<file path="src/rtl/apb_pkg.sv">
// ---------------------------------------------------------------------------
// apb_pkg
// Shared APB definitions used by the APB initiator bridge and by the APB
// slave blocks that hang off it.
//   apb_state_t        : SETUP/ACCESS transfer phases plus IDLE
//   APB_BYTES_PER_WORD : bytes per data word; sets the address alignment rule
//   APB_ADDR_WIDTH     : default PADDR width
//   APB_DATA_WIDTH     : default PWDATA/PRDATA width
// ---------------------------------------------------------------------------
package apb_pkg;

  typedef enum logic [1:0] {
    IDLE   = 2'd0,
    SETUP  = 2'd1,
    ACCESS = 2'd2
  } apb_state_t;

  localparam int APB_BYTES_PER_WORD = 4;
  localparam int APB_ALIGN_BITS     = $clog2(APB_BYTES_PER_WORD);
  localparam int APB_ADDR_WIDTH     = 32;
  localparam int APB_DATA_WIDTH     = 32;

endpackage : apb_pkg

</file>
<file path="src/rtl/apb_master_bridge.sv">
// ---------------------------------------------------------------------------
// apb_master_bridge
// Converts a valid/ready request port into APB SETUP/ACCESS transfers and
// returns read data and error status on a one-cycle response strobe.
// Misaligned requests are rejected without touching the bus; an ACCESS phase
// that sees PREADY low for TIMEOUT cycles is aborted.
//
// Ports
//   clk, rst                 : clock, asynchronous active-high reset
//   req_valid/req_ready      : request handshake
//   req_write/addr/wdata     : request payload (byte address)
//   rsp_valid                : one-cycle response strobe, no backpressure
//   rsp_rdata/err/timeout    : response payload, held until next response
//   PADDR/PWDATA/PWRITE      : APB payload, held between transfers
//   PSEL/PENABLE             : APB phase control
//   PRDATA/PREADY/PSLVERR    : APB slave response
// DATA_WIDTH must be 32; TIMEOUT must lie in 1..255.
// ---------------------------------------------------------------------------
module apb_master_bridge
  import apb_pkg::*;
#(
  parameter int ADDR_WIDTH = APB_ADDR_WIDTH,
  parameter int DATA_WIDTH = APB_DATA_WIDTH,
  parameter int TIMEOUT    = 16
) (
  input  logic                  clk,
  input  logic                  rst,
  input  logic                  req_valid,
  output logic                  req_ready,
  input  logic                  req_write,
  input  logic [ADDR_WIDTH-1:0] req_addr,
  input  logic [DATA_WIDTH-1:0] req_wdata,
  output logic                  rsp_valid,
  output logic [DATA_WIDTH-1:0] rsp_rdata,
  output logic                  rsp_err,
  output logic                  rsp_timeout,
  output logic [ADDR_WIDTH-1:0] PADDR,
  output logic [DATA_WIDTH-1:0] PWDATA,
  output logic                  PWRITE,
  output logic                  PSEL,
  output logic                  PENABLE,
  input  logic [DATA_WIDTH-1:0] PRDATA,
  input  logic                  PREADY,
  input  logic                  PSLVERR
);

  localparam int                CNT_W    = $clog2(TIMEOUT + 1);
  // Abort happens on the edge where the incremented count would reach TIMEOUT.
  localparam logic [CNT_W-1:0]  CNT_LAST = CNT_W'(TIMEOUT - 1);

  apb_state_t            state_q, state_d;
  logic [CNT_W-1:0]      cnt_q, cnt_d;
  logic [ADDR_WIDTH-1:0] paddr_q, paddr_d;
  logic [DATA_WIDTH-1:0] pwdata_q, pwdata_d;
  logic                  pwrite_q, pwrite_d;
  logic                  rsp_valid_q, rsp_valid_d;
  logic [DATA_WIDTH-1:0] rsp_rdata_q, rsp_rdata_d;
  logic                  rsp_err_q, rsp_err_d;
  logic                  rsp_timeout_q, rsp_timeout_d;
  logic                  misaligned;

  assign misaligned = (req_addr[APB_ALIGN_BITS-1:0] != '0);

  always_comb begin
    // NOTE: every signal gets a default before the case so no path leaves
    // one unassigned, which would otherwise infer a latch.
    state_d       = state_q;
    cnt_d         = cnt_q;
    paddr_d       = paddr_q;
    pwdata_d      = pwdata_q;
    pwrite_d      = pwrite_q;
    rsp_valid_d   = 1'b0;
    rsp_rdata_d   = rsp_rdata_q;
    rsp_err_d     = rsp_err_q;
    rsp_timeout_d = rsp_timeout_q;

    unique case (state_q)
      IDLE: begin
        if (req_valid) begin
          if (misaligned) begin
            // Rejected locally: bus payload registers are left untouched.
            rsp_valid_d   = 1'b1;
            rsp_rdata_d   = '0;
            rsp_err_d     = 1'b1;
            rsp_timeout_d = 1'b0;
          end else begin
            state_d  = SETUP;
            cnt_d    = '0;
            paddr_d  = req_addr;
            pwdata_d = req_wdata;
            pwrite_d = req_write;
          end
        end
      end

      SETUP: state_d = ACCESS;

      ACCESS: begin
        if (PREADY) begin
          state_d       = IDLE;
          rsp_valid_d   = 1'b1;
          rsp_rdata_d   = pwrite_q ? '0 : PRDATA;
          rsp_err_d     = PSLVERR;
          rsp_timeout_d = 1'b0;
        end else begin
          cnt_d = cnt_q + CNT_W'(1);
          if (cnt_q == CNT_LAST) begin
            state_d       = IDLE;
            rsp_valid_d   = 1'b1;
            rsp_rdata_d   = '0;
            rsp_err_d     = 1'b1;
            rsp_timeout_d = 1'b1;
          end
        end
      end

      default: state_d = IDLE;
    endcase
  end

  // NOTE: state registers use non-blocking assignments so every flop samples
  // the pre-edge values regardless of statement order.
  always_ff @(posedge clk or posedge rst) begin
    if (rst) begin
      state_q       <= IDLE;
      cnt_q         <= '0;
      paddr_q       <= '0;
      pwdata_q      <= '0;
      pwrite_q      <= 1'b0;
      rsp_valid_q   <= 1'b0;
      rsp_rdata_q   <= '0;
      rsp_err_q     <= 1'b0;
      rsp_timeout_q <= 1'b0;
    end else begin
      state_q       <= state_d;
      cnt_q         <= cnt_d;
      paddr_q       <= paddr_d;
      pwdata_q      <= pwdata_d;
      pwrite_q      <= pwrite_d;
      rsp_valid_q   <= rsp_valid_d;
      rsp_rdata_q   <= rsp_rdata_d;
      rsp_err_q     <= rsp_err_d;
      rsp_timeout_q <= rsp_timeout_d;
    end
  end

  // Phase controls decode straight from the state register, so PENABLE can
  // never be high without PSEL and both drop with the asynchronous reset.
  assign req_ready   = (state_q == IDLE);
  assign PSEL        = (state_q == SETUP) || (state_q == ACCESS);
  assign PENABLE     = (state_q == ACCESS);
  assign PADDR       = paddr_q;
  assign PWDATA      = pwdata_q;
  assign PWRITE      = pwrite_q;
  assign rsp_valid   = rsp_valid_q;
  assign rsp_rdata   = rsp_rdata_q;
  assign rsp_err     = rsp_err_q;
  assign rsp_timeout = rsp_timeout_q;

endmodule : apb_master_bridge
</file>
<file path="config.mk">
export PLATFORM = sky130hd
export DESIGN_NAME = apb_master_bridge
export DESIGN_NICKNAME = d
export VERILOG_FILES = /design/src/rtl/apb_pkg.sv /design/src/rtl/apb_master_bridge.sv
export SDC_FILE = /design/constraint.sdc
export NUM_CORES = 1
export LEC_CHECK = 0
export CAP_MARGIN = 20
export CORE_ASPECT_RATIO = 0.9
export CORE_MARGIN = 3
export CORE_UTILIZATION = 45
export CTS_CLUSTER_SIZE = 10
export DETAILED_ROUTE_END_ITERATION = 16
export PLACE_DENSITY = 0.9
export RECOVER_POWER = 25
export SETUP_SLACK_MARGIN = 0.15
export SKIP_LAST_GASP = 1
export SYNTH_ARGS = -nofsm -noshare
export SYNTH_HDL_FRONTEND = slang
export SYNTH_SLANG_ARGS = --single-unit
</file>
<file path="constraint.sdc">
create_clock -name clk -period 8.9 [get_ports clk]
set_input_delay 1.335 -clock clk [delete_from_list [all_inputs] [get_ports clk]]
set_output_delay 1.335 -clock clk [all_outputs]
set_load 0.005 [all_outputs]
</file>
* Word level (Yosys, flattened, before mapping)
Index checks and enable logic that the tools add are counted.
** Storage, ports and cells
- Bits in latches :: 0
- Memories kept :: 0
- Register bits :: 107
- Input port bits :: 102
- Bits in read-only memories :: 0
- RAM bits :: 0
** Cells by class
- Magnitude comparators :: 0
- Shift operators :: 0
- Bitwise operators :: 1
- Reduce and logical (&&, ||, !) cells :: 8
- Divide/modulo/power cells :: 0
- Mux-type cells :: 29
- Multipliers :: 0
- Add/sub/neg operators :: 1
- Equality and inequality tests :: 8
** Operators by type and width (count)
- two-way mux 32 bit :: 5
- case mux 32 bit (2 select lines) :: 1
- two-way mux 5 bit :: 3
- two-way mux 1 bit :: 11
- case mux 5 bit (2 select lines) :: 1
- two-way mux 2 bit :: 4
- AND reduction 4 bit :: 2
- inequality test 2 bit, second input constant :: 3
- case mux 1 bit (2 select lines) :: 3
- case mux 2 bit (3 select lines) :: 1
- AND reduction 3 bit :: 2
- adder 5 x 1 -> 5 bit, second input constant :: 1
- == test 5 x 4 -> 1 bit, second input constant :: 1
- nonzero test 2 bit :: 2
- inequality test 3 x 1 -> 1 bit, second input constant :: 1
- == test 2 x 1 -> 1 bit, second input constant :: 1
- == test 2 bit, second input constant :: 1
- logical NOT 2 bit :: 1
- inequality test 2 x 1 -> 1 bit, second input constant :: 1
- logical OR 1 bit :: 1
- inverter 1 bit :: 1

* Depth between registers and ports, before layout
Gate-level depths: netlist (run 1).
- Depth after elaboration :: 4
- Gate-level depth with buffers :: 7
- Depth with buffers taken out :: 6

* Worst setup path after synthesis (run 1)
OpenSTA, ideal clock, no wires.
- Path type :: in2reg
- Start point :: in PREADY
- End point :: reg state_q[1]
- Setup slack :: 6467 ps
- Buffers on the path :: 1
- Library setup time :: 128 ps
- Cell stages on the path :: 4
- Arrival :: 2306 ps
- Cell sequence :: buf_2 -> or3b_1 -> o211ai_1 -> mux2_1
** On the way
- Word-level cells in the longest chain between the ends :: 2
** RTL lines
- from (decl) :: line apb_master_bridge.sv:43 : input logic PREADY,
- inequality test 3 x 1 -> 1 bit (no source line) / two-way mux 2 bit (equally long branches)
- AND reduction 3 bit (no source line) / case mux 2 bit (3 select lines) (equally long branches)
- to (signal assigned) :: line apb_master_bridge.sv:135 : state_q <= state_d;
- to (decl) :: line apb_master_bridge.sv:51 : apb_state_t state_q, state_d;
Several ways; a longest one is shown, not always the timed one.
A chain may end at the register's enable or synchronous reset.

==> results of run 1 <==
area by class of cell:
cell class,count,share of cell area
flip-flops and latches,107,0.3938
repair buffers,207,0.3036
multi-input cells,299,0.2286
well taps,122,0.02245
inverters,40,0.02227
clock buffers,10,0.01877
clock inverters,6,0.01049
power by group:
group	total [mW]	switching (mW)	internal [mW]	leakage, nW
clock	0.302	0.169	0.133	0.0935
combinational	0.766	0.321	0.445	1.74
sequential	0.762	0.0994	0.663	1.39
per-layer routing:
layer  vias up  part of all wire  global-route usage
li1       1842                 -                   -
met1      1808              0.39              0.2410
met2       167              0.51              0.3774
met3        26             0.076             0.06603
met4         0             0.023             0.07016
met5         -                 0                   0
flip-flops by register name, summed over array words and instances (netlist names):
name         count
rsp_rdata       32
PWDATA          32
state_q          2
rsp_timeout      1
rsp_valid        1
PWRITE           1
cnt_q            5
rsp_err          1
PADDR           32
how the worst max path moves through the flow:
stage               start       endpoint  slack (ps)  cells past startpoint
2_1_floorplan         rst       PADDR[0]        4750                      1
3_3_place_gp    req_valid       cnt_q[4]        5510                      4
3_5_place_dp    req_valid       cnt_q[4]        5460                      4
4_1_cts        state_q[0]        PENABLE        5580                      3
5_1_grt               rst       cnt_q[1]        5000                      3
6_report              rst  rsp_rdata[13]        5410                      3
cells in the mapped netlist:
cell       count  share of area
a221oi_4       1         0.0058
a22o_1         1         0.0019
a31oi_1        2         0.0028
and2_1         2         0.0028
and3_1         3         0.0042
and3b_1        1         0.0019
and4b_1        1         0.0022
and4bb_2       1         0.0028
buf_2          6         0.0067
buf_8          3          0.010
clkbuf_1      15          0.013
dfrtp_1      107           0.60
ha_1           5          0.014
inv_1         40          0.033
mux2_1         1         0.0025
mux2_4         1         0.0033
mux2i_1       33          0.073
nand2_1      222           0.19
nand2b_1       2         0.0028
nand2b_4       1         0.0031
nand3_1        5         0.0056
nand3b_1       1         0.0017
nand4bb_1      1         0.0025
nor2_1         1        0.00083
nor3b_1        1         0.0017
o2111ai_1      1         0.0019
o211ai_1       3         0.0050
o21ai_0        2         0.0022
o21ai_1        2         0.0022
o21ai_2        1         0.0019
o311ai_1       1         0.0019
o31ai_1        1         0.0017
or3b_1         2         0.0039
cell families (layout without fill, tap and decap cells):
| family | after synthesis | count (layout) | share of synthesized area |
|---|---|---|---|
| AO/OA/AOI/OAI | 15 | 15 | 0.02755 |
| multiplexers | 35 | 35 | 0.07930 |
| buffers and inverters | 64 | 263 | 0.06260 |
| adder cells (fa/ha/maj) | 5 | 5 | 0.01391 |
| flip-flops | 107 | 107 | 0.5954 |
| AND/OR/NAND/NOR | 244 | 244 | 0.2212 |
tightest hold or removal path: stages, from the launching register on:
cell and delay, ps:
dfrtp_1 350, nand2_1 50, nand2_1 50
cell usage in the layout (no fill, tap or decap), types with 2 or more instances in the layout:
cell / n
a31oi_1: 2
and2_1: 2
and3_1: 3
buf_4: 3
clkbuf_8: 9
clkdlybuf4s50_1: 171
clkinvlp_4: 2
dfrtp_1: 107
dlygate4sd3_1: 33
ha_1: 5
inv_1: 39
inv_6: 2
mux2i_1: 33
nand2_1: 222
nand2b_1: 2
nand3_1: 5
o211ai_1: 3
o21ai_0: 2
o21ai_1: 2
or3b_1: 2
per-stage QoR:
stage                     area, sq um  worst slack [ps]
final                            6799              5413
after global routing             6799              4995
after CTS                        6800              5583
after detailed placement         6601              5458
after global placement           6601              5506
after floorplan                  4497              4748
==> metrics.yaml, run 1 <==
run_status:
  outcome: "finished, violations left"
  violations: "max-capacitance violations, max-slew violations"
synthesis:
  syn_nets: 577
  avgSynthCellArea_sq_um: 9.568
  synth-seq-area-share: 0.5954
  syn-cell-area_sq_mm: 0.004497
  yosysUniqueCellTypes: 33
  synth_seq_cells: 107
  yosysWarnings: 0
  postSynthCellCount: 470
global_routing:
  grt_overflow_total: 0
  grt_pass1_wl_mm: 19.09
  grt_usage: 0.2104
  grt_pass1_vias: 4052
  antenna_found_initial: 0
  grt_max_degree: 71
layout:
  drive_gt1_frac: 0.03587
  nFillCells: 694
  utilization: 0.7222
  register_area_sq_mm: 0.002678
  fin_cells: 791
  areaGrowthSynthToFinish_pct: 51.20
  antenna_cells: 0
  multi_input_area_sq_mm: 0.001554
  final_nets: 771
routing:
  remaining_drc_errors: 0
  route.detailed.wl_per_inst_um: 14.96
  vias: 3843
  ant_nets: 0
  drt-total-wl_mm: 11.83
  dr.pass1.iters: 4
  drtIter0Drc: 179
  viasPerCell: 4.858
setup_path:
  timing.rr.end: "PWDATA[29]"
  crit_type: "in -> async"
  r2r-start: "state_q[0]"
  cp-end-kind: "asynchronous set/reset pin"
  cp_max_fo: 61
  worstPathCellList: "dlygate4sd3_1 -> clkinvlp_2 -> buf_4"
  ff2ff_path_depth: 6
  cpPeakStageDelay_ps: 1170
  critPathSlowestCell: "clkinvlp_2"
  required_ps: 9320
  worstPathArrival_ps: 3910
  r2r_slack_ps: 6300
  crit_family: "buffers and inverters"
  critPathBufInv: 3
  start_kind: "input port"
place:
  port_buffers: 204
  dp_hpwl_mm: 8.756
  dpl.cell_count: 775
  routabilityCongestion: 0.7958
clock_network:
  root_buffer: "clkbuf_8"
  tritoncts: "yes"
  clockBufferDepth: 2
  clk_pin_slew_ps: 100
  ctsResizeCount: 0
  postCtsSetupBuffers: 0
  hold_buffers: 0
  ctsHtreeMaxLevel: 3
  clk_latency_ps: 360
  cts.sinks: 107
  cts_buffers: 9
job:
  max_cap_violations: 1
die:
  initial_utilization: 0.4777
  rows: 33
  dieArea_sq_mm: 0.01123
  die_w_um: 111.4
  io_pins: 205
  fp.dieH_um: 100.8
  fp.coreArea_sq_mm: 0.009414
timing:
  grt_setup_unrepaired: "false"
  finalCritPeriodShare: 0.3919
  hold_ws_ps: 477.5
  tns_ps: 0
  slew_violations: 48
  fmax_mhz: 286.7
  min_period_ps: 3487
  skew_ps: 12.77
  setup_violations: 0
  slew-limit-headroom: -0.3550
  worst_slew_pin_slew_ps: 2021
  finalHoldViolCount: 0
hold_path:
  hold-path-cell-count: 2
  hold_class: "reg -> reg"
  min_to: "PWDATA[5]"
  hold_start: "PWDATA[5]"
power_and_ir_drop:
  power.density_mw_per_mm2: 269.1
  p_leak_nw: 3.223
  totalPowerFinal_mw: 1.829
  ir_worst_vdd_v: 0.0001667
Note: power is estimated with default switching activity, not from simulation.
==> run 2, diff against run 1 <==
- CORE_UTILIZATION: 45 -> 38
- PLACE_DENSITY: 0.9 -> 0.81
- clock period: 8.9 -> 2.84 ns (I/O delays scaled with it)
==> run 2 against run 1 <==
The flow now finishes without violations. Clock skew decreased by 6.4 ps. Sequential power rose to 3.2 times the previous value. First-iteration DRC count increased by 46%. Flip-flop and latch count is the same. Register-to-register slack lost 5600 ps. Via count down 2.1%. Utilization shrank 12 points. Clock power rose to 4.0 times the previous value. Non-clock buffer count grew 3. Final cell count up 4.6%. Critical path depth is the same. Critical endpoint is now PENABLE. Largest cell class unchanged. Largest power group unchanged.
==> metrics.yaml, run 2 (same netlist as run 1, synthesis figures left out) <==
setup_path:
  cp-end-kind: "output pin"
  critPathSlowestCell: "clkdlybuf4s50_1"
  required_ps: 2410  # -6910 ps
  cpPeakStageDelay_ps: 620  # -550 ps
  critPathBufInv: 2  # -1
  cp_max_fo: 15  # -75%
  crit_type: "reg -> out"
  start_kind: "register"
  worstPathArrival_ps: 1930  # -1980 ps
  worstPathCellList: "inv_1 -> ha_1 -> clkdlybuf4s50_1"
  crit_family: "buffers and inverters"
clock_network:
  root_buffer: "clkbuf_16"
  clk_pin_slew_ps: 70  # -30 ps
  cts.sinks: 107  # unchanged
  ctsResizeCount: 0  # unchanged
  cts_buffers: 9  # unchanged
  clockBufferDepth: 2  # unchanged
  postCtsSetupBuffers: 0  # unchanged
  clk_latency_ps: 340  # -20 ps
  hold_buffers: 0  # unchanged
  ctsHtreeMaxLevel: 3  # unchanged
  tritoncts: "yes"
die:
  fp.coreArea_sq_mm: 0.01148  # +22%
  initial_utilization: 0.3917  # -0.08600
  die_w_um: 120.7  # +8.3%
  dieArea_sq_mm: 0.01318  # +17%
  io_pins: 205  # unchanged
  fp.dieH_um: 109.2  # +8.3%
  rows: 37  # +12%
routing:
  remaining_drc_errors: 0  # unchanged
  vias: 3761  # -2.1%
  ant_nets: 0  # unchanged
  drtIter0Drc: 262  # +46%
  viasPerCell: 4.548  # -6.4%
  route.detailed.wl_per_inst_um: 14.10  # -5.7%
  drt-total-wl_mm: 11.66  # -1.4%
  dr.pass1.iters: 4  # unchanged
global_routing:
  grt_pass1_wl_mm: 18.93  # -0.83%
  antenna_found_initial: 0  # unchanged
  grt_max_degree: 108  # +52%
  grt_usage: 0.1812  # -0.02926
  grt_pass1_vias: 3859  # -4.8%
  grt_overflow_total: 0  # unchanged
place:
  dpl_cell_area_sq_mm: 0.006693  # +1.4%
  routabilityCongestion: 0.8146  # +2.4%
  dp_hpwl_mm: 8.523  # -2.7%
  port_buffers: 204  # unchanged
timing:
  hold_ws_ps: 474.5  # -3.094 ps
  grt_setup_unrepaired: "false"
  slew_violations: 0  # -100%
  skew_ps: 6.380  # -6.388 ps
  worst_slew_pin_slew_ps: 1439  # -582.1 ps
  min_period_ps: 2353
  slew-limit-headroom: 0.04046  # +0.3955
  finalCritPeriodShare: 0.8283
  fmax_mhz: 425.1
  tns_ps: 0  # unchanged
  setup_violations: 0  # unchanged
  finalHoldViolCount: 0  # unchanged
power_and_ir_drop:
  ir_worst_vdd_v: 0.0005190  # +210%
  clock_power_share: 0.200  # +0.035
  seq_power_share: 0.399  # -0.018
  pwr-share-comb: 0.402  # -0.017
  p_leak_nw: 3.205  # -0.57%
  p_int_mw: 4.233  # +240%
  p_switching_mw: 1.841  # +210%
  power.density_mw_per_mm2: 872.0  # +220%
  power_switching_share: 0.3032  # -0.01895
layout:
  final_nets: 774  # +0.39%
  drive_gt1_frac: 0.03875  # +0.002874
  most-common-layout-cells: "nand2_1 (222), clkdlybuf4s50_1 (203), dfrtp_1 (107), inv_1 (39), mux2i_1 (33)"
  areaGrowthSynthToFinish_pct: 54.90
  stdcell_area_sq_mm: 0.006965  # +2.4%
  final_common_cell: "nand2_1"
  antenna_cells: 0  # unchanged
hold_path:
  hold_class: "reg -> reg"
job:
  max_cap_violations: 0  # -1
run_status:
  outcome: "finished clean"
-- run 2: tightest hold or removal path, stage by stage, from the launching register on --
cell and delay (ps):
dfrtp_1 340, nand2_1 50, nand2_1 50
-- run 2: path summary, 6_finish.rpt --
path                       slack (ps)       endpoint       start  cells past startpoint
max in group asynchronous         840      PWDATA[1]         rst                      3
min in group asynchronous        1070  rsp_rdata[11]         rst                      3
setup / recovery                  490        PENABLE  state_q[0]                      3
hold reg to reg                   470     PWDATA[30]  PWDATA[30]                      2
hold / removal                    470     PWDATA[30]  PWDATA[30]                      2
setup reg to reg                  700        rsp_err  state_q[0]                      6
-- run 2: power groups by stage --
stage                     logic (mW)  clock network [mW]  registers [mW]
after detailed placement        2.48                   0            2.44
after CTS                       2.49                1.26            2.43
after global routing            2.68                1.32            2.50
after floorplan                0.966                   0            2.44
final                           2.44                1.21            2.42
after global placement          2.43                   0            2.40
-- run 2: cell type report --
type | count | area (sq um)
Inverter | 40 | 153.9
Timing Repair Buffer | 210 | 2100
Sequential cell | 107 | 2678
Fill cell | 994 | 4516
Clock inverter | 4 | 52.55
Multi-Input combinational cell | 299 | 1554
Clock buffer | 11 | 232.7
Tap cell | 156 | 195.2
-- run 2: metal layers --
| metal | GRT usage | wire length [um] | up-vias |
|---|---|---|---|
| met3 | 0.07106 | 1059 | 15 |
| met5 | 0 | 0 | - |
| li1 | - | - | 1839 |
| met4 | 0.05987 | 162 | 0 |
| met2 | 0.3016 | 5754 | 139 |
| met1 | 0.2169 | 4686 | 1768 |
-- run 2: stage by stage --
step | total power, mW | instances | utilization | setup WS, ps
4_1_cts | 6.185 | 827 | 0.6078 | 455.8
6_report | 6.074 | 827 | 0.6067 | 487.5
3_5_place_dp | 4.920 | 812 | 0.5829 | 624.4
3_3_place_gp | 4.831 | 812 | 0.5829 | 689.3
5_1_grt | 6.498 | 827 | 0.6067 | 351.6
2_1_floorplan | 3.408 | 470 | - | 942.5
==> run 3, diff against run 2 <==
- clock period: 2.84 -> 2.1 ns (I/O delays scaled with it)
==> run 3 against run 2 <==
Final cell count increased by 2.1%. First-iteration DRC count is 13% higher. Sequential power rose by 34%.
==> metrics.yaml, run 3 (same netlist as run 1, synthesis figures left out) <==
layout:
  areaGrowthSynthToFinish_pct: 60.41
  fin_cells: 844  # +2.1%
  final_common_cell: "nand2_1"
  drive_gt1_frac: 0.07703  # +0.03829
  nFillCells: 963  # -3.1%
  most-common-layout-cells: "nand2_1 (222), clkdlybuf4s50_1 (201), dfrtp_1 (107), inv_1 (37), mux2i_1 (33)"
  antenna_cells: 0  # unchanged
  final_nets: 791  # +2.2%
global_routing:
  antenna_found_initial: 0  # unchanged
  grtUsageMet2: 0.3155  # +0.01396
  grt_usage: 0.1900  # +0.008883
  grt_overflow_total: 0  # unchanged
  grt_use_met3: 0.06483  # -0.006224
  grt_pass1_vias: 3952  # +2.4%
  grt_max_degree: 108  # unchanged
  gr-max-usage-layer: "met2"
  use_met1: 0.2333  # +0.01648
  grt_pass1_wl_mm: 19.98  # +5.5%
run_status:
  outcome: "finished clean"
routing:
  drt-total-wl_mm: 12.39  # +6.3%
  route.detailed.wl_per_inst_um: 14.68  # +4.1%
  vias: 3900  # +3.7%
  drtIter0Drc: 295  # +13%
  dr.pass1.iters: 4  # unchanged
  remaining_drc_errors: 0  # unchanged
  viasPerCell: 4.621  # +1.6%
  ant_nets: 0  # unchanged
timing:
  skew_ps: 7.491  # +1.111 ps
  grt_setup_unrepaired: "false"
  min_period_ps: 1924
  slew-limit-headroom: 0.6039  # +0.5634
  tns_ps: 0  # unchanged
  worst_slew_pin_slew_ps: 594.1  # -845.2 ps
  slew_violations: 0  # unchanged
  finalCritPeriodShare: 0.9161
  setup_slack_ps: 176.2  # -311.3 ps
  finalHoldViolCount: 0  # unchanged
  fmax_mhz: 519.8
  setup_violations: 0  # unchanged
die:
  io_pins: 205  # unchanged
  fp.dieH_um: 109.2  # unchanged
  die_w_um: 120.7  # unchanged
  rows: 37  # unchanged
  dieArea_sq_mm: 0.01318  # unchanged
  initial_utilization: 0.3917  # unchanged
  fp.coreArea_sq_mm: 0.01148  # unchanged
place:
  dpl.cell_count: 818  # +0.74%
  dp_slack_ps: 83.56  # -540.9 ps
  routabilityCongestion: 0.7365  # -9.6%
  port_buffers: 204  # unchanged
  dp_hpwl_mm: 8.893  # +4.3%
power_and_ir_drop:
  p_leak_nw: 3.340  # +4.2%
  totalPowerFinal_mw: 8.516  # +40%
  power.density_mw_per_mm2: 1181  # +35%
  ir_worst_vdd_v: 0.0006401  # +23%
setup_path:
  crit_type: "reg -> reg"
  r2r_slack_ps: 180  # -520 ps
  critPathBufInv: 0  # -2
  start_kind: "register"
  worstPathArrival_ps: 2150  # +220 ps
  required_ps: 2320  # -90 ps
  cpPeakStageDelay_ps: 390  # -230 ps
  worstPathCellList: "ha_2 -> and3_4 -> ha_4 -> or3b_4 -> o211ai_1 -> mux2_1"
  critPathSlowestCell: "dfrtp_1"
  cp-end-kind: "register"
  cp_max_fo: 3  # -12
  crit_family: "simple AND/OR/NAND/NOR gates"
clock_network:
  cts.sinks: 107  # unchanged
  cts_buffers: 9  # unchanged
  root_buffer: "clkbuf_16"
  ctsHtreeMaxLevel: 3  # unchanged
  clockBufferDepth: 2  # unchanged
  clk_pin_slew_ps: 70  # about the same
  tritoncts: "yes"
  clk_latency_ps: 340  # about the same
job:
  max_cap_violations: 0  # unchanged
hold_path:
  hold_class: "reg -> reg"
[run 3: changes by cell type in the layout (fill, tap and decap cells not counted), moves of 3 or more]
| cell | previous run | this run |
|---|---|---|
| clkbuf_8 | 0 | 3 |
| ha_1 | 5 | 1 |
| buf_4 | 4 | 17 |
| buf_12 | 1 | 5 |
| ha_4 | 0 | 3 |
| clkinvlp_4 | 4 | 0 |
[run 3: area by class of cell]
cell class | count | area [sq um] | share of cell area
sequential | 107 | 2678 | 0.3712
timing repair buffer | 227 | 2296 | 0.3183
multi-input combinational | 299 | 1613 | 0.2236
clock buffer | 13 | 270.3 | 0.03747
tap | 156 | 195.2 | 0.02706
inverter | 40 | 151.4 | 0.02099
clock inverter | 2 | 10.01 | 0.001388
[run 3: final timing paths]
kind / startpoint / to / depth (start not counted)
min in group asynchronous: rst / PWDATA[15] / 3
worst max register to register: cnt_q[1] / state_q[1] / 6
worst max-delay path: cnt_q[1] / state_q[1] / 6
worst min-delay path: PADDR[16] / PADDR[16] / 2
max in group asynchronous: rst / PWDATA[8] / 3
worst min register to register: PADDR[16] / PADDR[16] / 2
[run 3: report_power, final]
| part | internal [mW] | leakage (nW) | switching [mW] |
|---|---|---|---|
| clock network | 0.892 | 0.141 | 0.705 |
| logic | 2.23 | 1.81 | 1.45 |
| registers | 2.82 | 1.39 | 0.423 |
| total | 5.93 | 3.34 | 2.58 |
[run 3: per-stage QoR]
stage,utilization,cell area (sq um),hold slack (ps)
after floorplan,-,4501,420.4
after global placement,0.5890,6763,456.1
after detailed placement,0.5890,6763,462.2
after CTS,0.6192,7109,477.5
after global routing,0.6283,7213,489.8
final,0.6283,7213,473.9
[run 3: metal layers]
layer | part of all wire | vias to the layer above
met5 | 0 | -
met4 | 0.017 | 0
met3 | 0.093 | 22
met2 | 0.49 | 169
met1 | 0.40 | 1839
li1 | - | 1870
[run 3: tightest hold or removal path, cell delays in order (launching register included)]
cell and delay [ps]:
dfrtp_1 340, nand2_1 50, nand2_1 50
[run 3: repair_timing]
item,4_1_cts,5_1_grt
buffers inserted,5,5
gates resized for setup,9,6
setup endpoints to repair,3,35
hold buffers,0,0
pin swaps,0,2
gates cloned,0,1
endpoints found under the hold margin,0,0
